===== config.mk =====
export PLATFORM = sky130hd
export DESIGN_NAME = throttle_ctrl
export DESIGN_NICKNAME = d
export VERILOG_FILES = /design/src/rtl/throttle_ctrl.sv
export SDC_FILE = /design/constraint.sdc
export NUM_CORES = 1
export LEC_CHECK = 0
export ABC_CLOCK_PERIOD_IN_PS = 8900
export BUFFER_PORTS_ARGS = -buffer_cell sky130_fd_sc_hd__buf_2
export CORE_MARGIN = 1
export CORE_UTILIZATION = 55
export DETAILED_ROUTE_END_ITERATION = 8
export MAX_ROUTING_LAYER = met4
export PLACE_DENSITY = 0.74
export SETUP_SLACK_MARGIN = 0.15
export SYNTH_ARGS = -nofsm -noshare
export SYNTH_HDL_FRONTEND = slang
export SYNTH_SLANG_ARGS = --single-unit

===== constraint.sdc =====
create_clock -name CLK_50 -period 8.9 [get_ports CLK_50]
set_input_delay 1.335 -clock CLK_50 [delete_from_list [all_inputs] [get_ports CLK_50]]
set_output_delay 1.335 -clock CLK_50 [all_outputs]
set_load 0.01 [all_outputs]

===== src/rtl/throttle_ctrl.sv =====
// Programmable clock throttle: divides CLK_50 by a power-of-two step chosen
// with two debounced push-buttons, producing a 50 % slow clock and a tick.
`timescale 1ns/1ps
module throttle_ctrl #(
  parameter int COUNTER_SIZE    = 24,
  parameter int NUM_STEPS       = 8,
  parameter int FREQ_W          = 3,
  parameter int RESET_STEP      = 0,
  parameter int DEBOUNCE_CYCLES = 500000
) (
  input  logic              CLK_50,
  input  logic              reset,
  input  logic              pb_freq_up,
  input  logic              pb_freq_dn,
  output logic              slow_clk,
  output logic              slow_tick,
  output logic [FREQ_W-1:0] freq_num
);

  localparam int              DW        = $clog2(DEBOUNCE_CYCLES) + 1;
  localparam logic [DW-1:0]   DEB_LAST  = DW'(DEBOUNCE_CYCLES - 1);
  localparam logic [FREQ_W-1:0] TOP_STEP  = FREQ_W'(NUM_STEPS - 1);
  localparam logic [FREQ_W-1:0] INIT_STEP = FREQ_W'(RESET_STEP);

  // Half of P(s); P itself can need one bit more than the counter holds.
  function automatic logic [COUNTER_SIZE-1:0] half_period(input logic [FREQ_W-1:0] s);
    return COUNTER_SIZE'(1) << (COUNTER_SIZE - 1 - int'(s));
  endfunction

  localparam logic [COUNTER_SIZE-1:0] INIT_HALF = half_period(INIT_STEP);
  localparam logic [COUNTER_SIZE-1:0] INIT_CNT  = (INIT_HALF << 1) - COUNTER_SIZE'(1);

  logic [1:0]    raw;
  logic [1:0]    sync1;
  logic [1:0]    sync2;
  logic [1:0]    accepted;
  logic [1:0]    accepted_d;
  logic [1:0]    press;
  logic [DW-1:0] deb_cnt [2];

  assign raw = {pb_freq_dn, pb_freq_up};

  // Bit 0 is the up button, bit 1 the down button.
  always_ff @(posedge CLK_50) begin
    if (!reset) begin
      sync1      <= '0;
      sync2      <= '0;
      accepted   <= '0;
      accepted_d <= '0;
      press      <= '0;
      for (int i = 0; i < 2; i++) begin
        deb_cnt[i] <= '0;
      end
    end else begin
      sync1      <= raw;
      sync2      <= sync1;
      accepted_d <= accepted;
      press      <= accepted & ~accepted_d;
      for (int i = 0; i < 2; i++) begin
        if (sync2[i] == accepted[i]) begin
          deb_cnt[i] <= '0;
        end else if (deb_cnt[i] == DEB_LAST) begin
          accepted[i] <= sync2[i];
          deb_cnt[i]  <= '0;
        end else begin
          deb_cnt[i] <= deb_cnt[i] + DW'(1);
        end
      end
    end
  end

  always_ff @(posedge CLK_50) begin
    if (!reset) begin
      freq_num <= INIT_STEP;
    end else if (press[0] && !press[1]) begin
      if (freq_num < TOP_STEP) freq_num <= freq_num + FREQ_W'(1);
    end else if (press[1] && !press[0]) begin
      if (freq_num != '0) freq_num <= freq_num - FREQ_W'(1);
    end
  end

  logic [COUNTER_SIZE-1:0] cnt;
  logic [COUNTER_SIZE-1:0] half_active;
  logic [COUNTER_SIZE-1:0] cnt_next;
  logic [COUNTER_SIZE-1:0] half_next;

  // The period is latched only at reload, so step changes never cut a period short.
  always_comb begin
    cnt_next  = cnt - COUNTER_SIZE'(1);
    half_next = half_active;
    if (cnt == '0) begin
      half_next = half_period(freq_num);
      cnt_next  = (half_next << 1) - COUNTER_SIZE'(1);
    end
  end

  always_ff @(posedge CLK_50) begin
    if (!reset) begin
      cnt         <= INIT_CNT;
      half_active <= INIT_HALF;
      slow_clk    <= 1'b1;
    end else begin
      cnt         <= cnt_next;
      half_active <= half_next;
      slow_clk    <= (cnt_next >= half_next);
    end
  end

  assign slow_tick = (cnt == '0);

endmodule


==> flow_metrics.tcl <==
set metrics [dict create \
    finalSetupViolations 0 \
    ys_types 52 \
    place_congestion 0.815 \
    synth_area_per_cell_um2 9.38 \
    power_density_nw_per_um2 149 \
    vdd_ir_drop_max_uv 156 \
    synth_most_common_cell "nand2_1" \
    fin_crit_ns 4.18 \
    synth_edf_count 40 \
    hp-class "reg2reg" \
    postCtsSetupBuffers 0 \
    drcViolationCount 0 \
    multi_input_area_um2 2850 \
    cts.sinks 102 \
    cts_tree "done" \
    synth_top_area_share_pct 23.5 \
    grt_max_degree 47 \
    yosysSeqAreaShare_pct 46.3 \
    drv_slew 0 \
    routed_wl_mm 9.27 \
    drtIter0Drc 97 \
    synth_area_um2 5280 \
    syn2layout_area_growth_pct 9.36 \
    dieArea_um2 9990 \
    post_cts_resize_count 0 \
    post-place-cells 718 \
    path_max_fanout 8 \
    synthCells 563 \
    synthTopCellsByArea "dfxtp_1, edfxtp_1, ha_1, nand2_1, nor2_1" \
    placed_cell_area_um2 5550 \
    p_total_uw 861 \
    grt_pass1_vias 3603 \
    hpwl_mm 6.66 \
    regArea_um2 2440 \
    status "complete, no violations" \
    fill_cells 783 \
    critical_path_required_ns 7.57 \
    hold_viol_final 0 \
    final_cells 734 \
    wl_per_cell_um 12.6 \
    fp.dieW_um 100 \
    drv_cap 0 \
    cts.root.buffer_cell "clkbuf_8" \
    clk_latency_ns 0.37 \
    drive_above_1_share_pct 5.95 \
    yosys_warnings 0 \
    startpoint_type "register" \
    clock-skew-final_ns 0.0128 \
    drtPass1Iterations 4 \
    core_um2 9280 \
    yosys.area.top_type "dfxtp_1" \
    rows 35 \
    endpoint_kind "output port" \
    stdcell_area_um2 5770 \
    drtAntennaViolNets 0 \
    fin_util_pct 62.2 \
    ioPinCount 9 \
    die_h_um 100 \
    portBuffers 8 \
    async_reset_ff_share_pct 0 \
    critPathKind "reg2out" \
    diodes 0 \
    slew_headroom_pct 28.3 \
    cp.arrival_ns 2.84 \
    max_clock_freq_mhz 239 \
    gr-total-overflow 0 \
    via_count 3786 \
    synth_flop_cell "dfxtp_1" \
    antenna_found_initial 0 \
    viasPerCell 5.16 \
    initial_core_util_pct 56.9 \
    setup_tns_ns 0 \
    cts_buffers 9 \
    hold_slack_ns 0.395 \
    setup_slack_ns 4.72 \
    fin_crit_sh_pct 46.9 \
    htree_levels 3 \
    dp_slack_ns 5.02 \
    clkTransAtPathRegs_ns 0.11 \
    fin_nets 634 \
    cts_hold_buf 0 \
    leakagePower_nw 2.03 \
    synth-seq-cells 102 \
    grt_usage_pct 20.9 \
    yosys-top-cells-count "nand2_1, nor2_1, dfxtp_1" \
    rsz0062_at_grt "false" \
    worst_slew_pin_slew_ns 1.07 \
    clockBufferDepth 2 \
    grt_pass1_wl_mm 16.1 \
]
==> power breakdown <==
part / switching, mW / leakage, nW / total (mW) / internal, mW
clock: 0.167 / 0.111 / 0.329 / 0.162
combinational: 0.0168 / 1.01 / 0.0274 / 0.0106
sequential: 0.0105 / 0.914 / 0.505 / 0.494
==> final timing paths <==
path	start	to	slack, ns	depth (start not counted)
worst min-delay path	accepted_d[1]$_SDFF_PN0_	press[1]$_SDFF_PN0_	0.39	1
worst min register to register	accepted_d[1]$_SDFF_PN0_	press[1]$_SDFF_PN0_	0.39	1
worst max register to register	cnt[17]$_SDFF_PN1_	slow_clk$_SDFF_PN1_	5.01	11
worst max-delay path	cnt[17]$_SDFF_PN1_	slow_tick	4.72	5
==> critical path: stages (launching register included) <==
cell and delay [ns]:
dfxtp_1 0.37, or4_4 0.56, or4_4 0.52, or4_1 0.70, inv_2 0.18, buf_2 0.15
==> sequential cells by signal, indices dropped and copies added (netlist names) <==
register,cells
sync2,2
half_active,24
sync1,2
cnt,24
press,2
freq_num,3
accepted_d,2
deb_cnt,40
slow_clk,1
accepted,2
==> routing by layer <==
layer | up-vias | share of wire, % | GRT usage (%)
li1 | 2002 | - | -
met1 | 1741 | 49 | 25.9
met2 | 29 | 46 | 32.8
met3 | 14 | 2.5 | 5.43
met4 | 0 | 2.0 | 7.92
met5 | - | 0 | -
==> cell families after synthesis <==
group | after synthesis | share of synthesized area [%]
adders and majority gates | 30 | 7.25
xor gates and xnor gates | 57 | 9.46
DFF | 102 | 46.3
and+or+nand+nor | 287 | 27.2
buffers and inverters | 33 | 2.51
AOI/OAI and AO/OA | 44 | 5.55
other | 1 | 0.0710
muxes | 9 | 1.71
==> layout by cell type (no fill, tap or decap), types with 13 or more instances in the layout <==
| cell | n |
|---|---|
| nor3_1 | 20 |
| edfxtp_1 | 40 |
| and3_1 | 18 |
| conb_1 | 40 |
| xor2_1 | 29 |
| xnor2_1 | 28 |
| nand2_1 | 77 |
| dfxtp_1 | 62 |
| nor2b_1 | 15 |
| nand4_1 | 17 |
| nand3_1 | 13 |
| nor2_1 | 73 |
| ha_1 | 29 |
==> cell type report <==
cell class	count	area share, %
Inverter	10	0.650
Tap cell	129	2.80
Clock inverter	7	1.78
Multi-Input combinational cell	467	49.4
Timing Repair Buffer	10	0.954
Sequential cell	102	42.3
Clock buffer	9	2.15
Power figures use the tool's default switching activity.
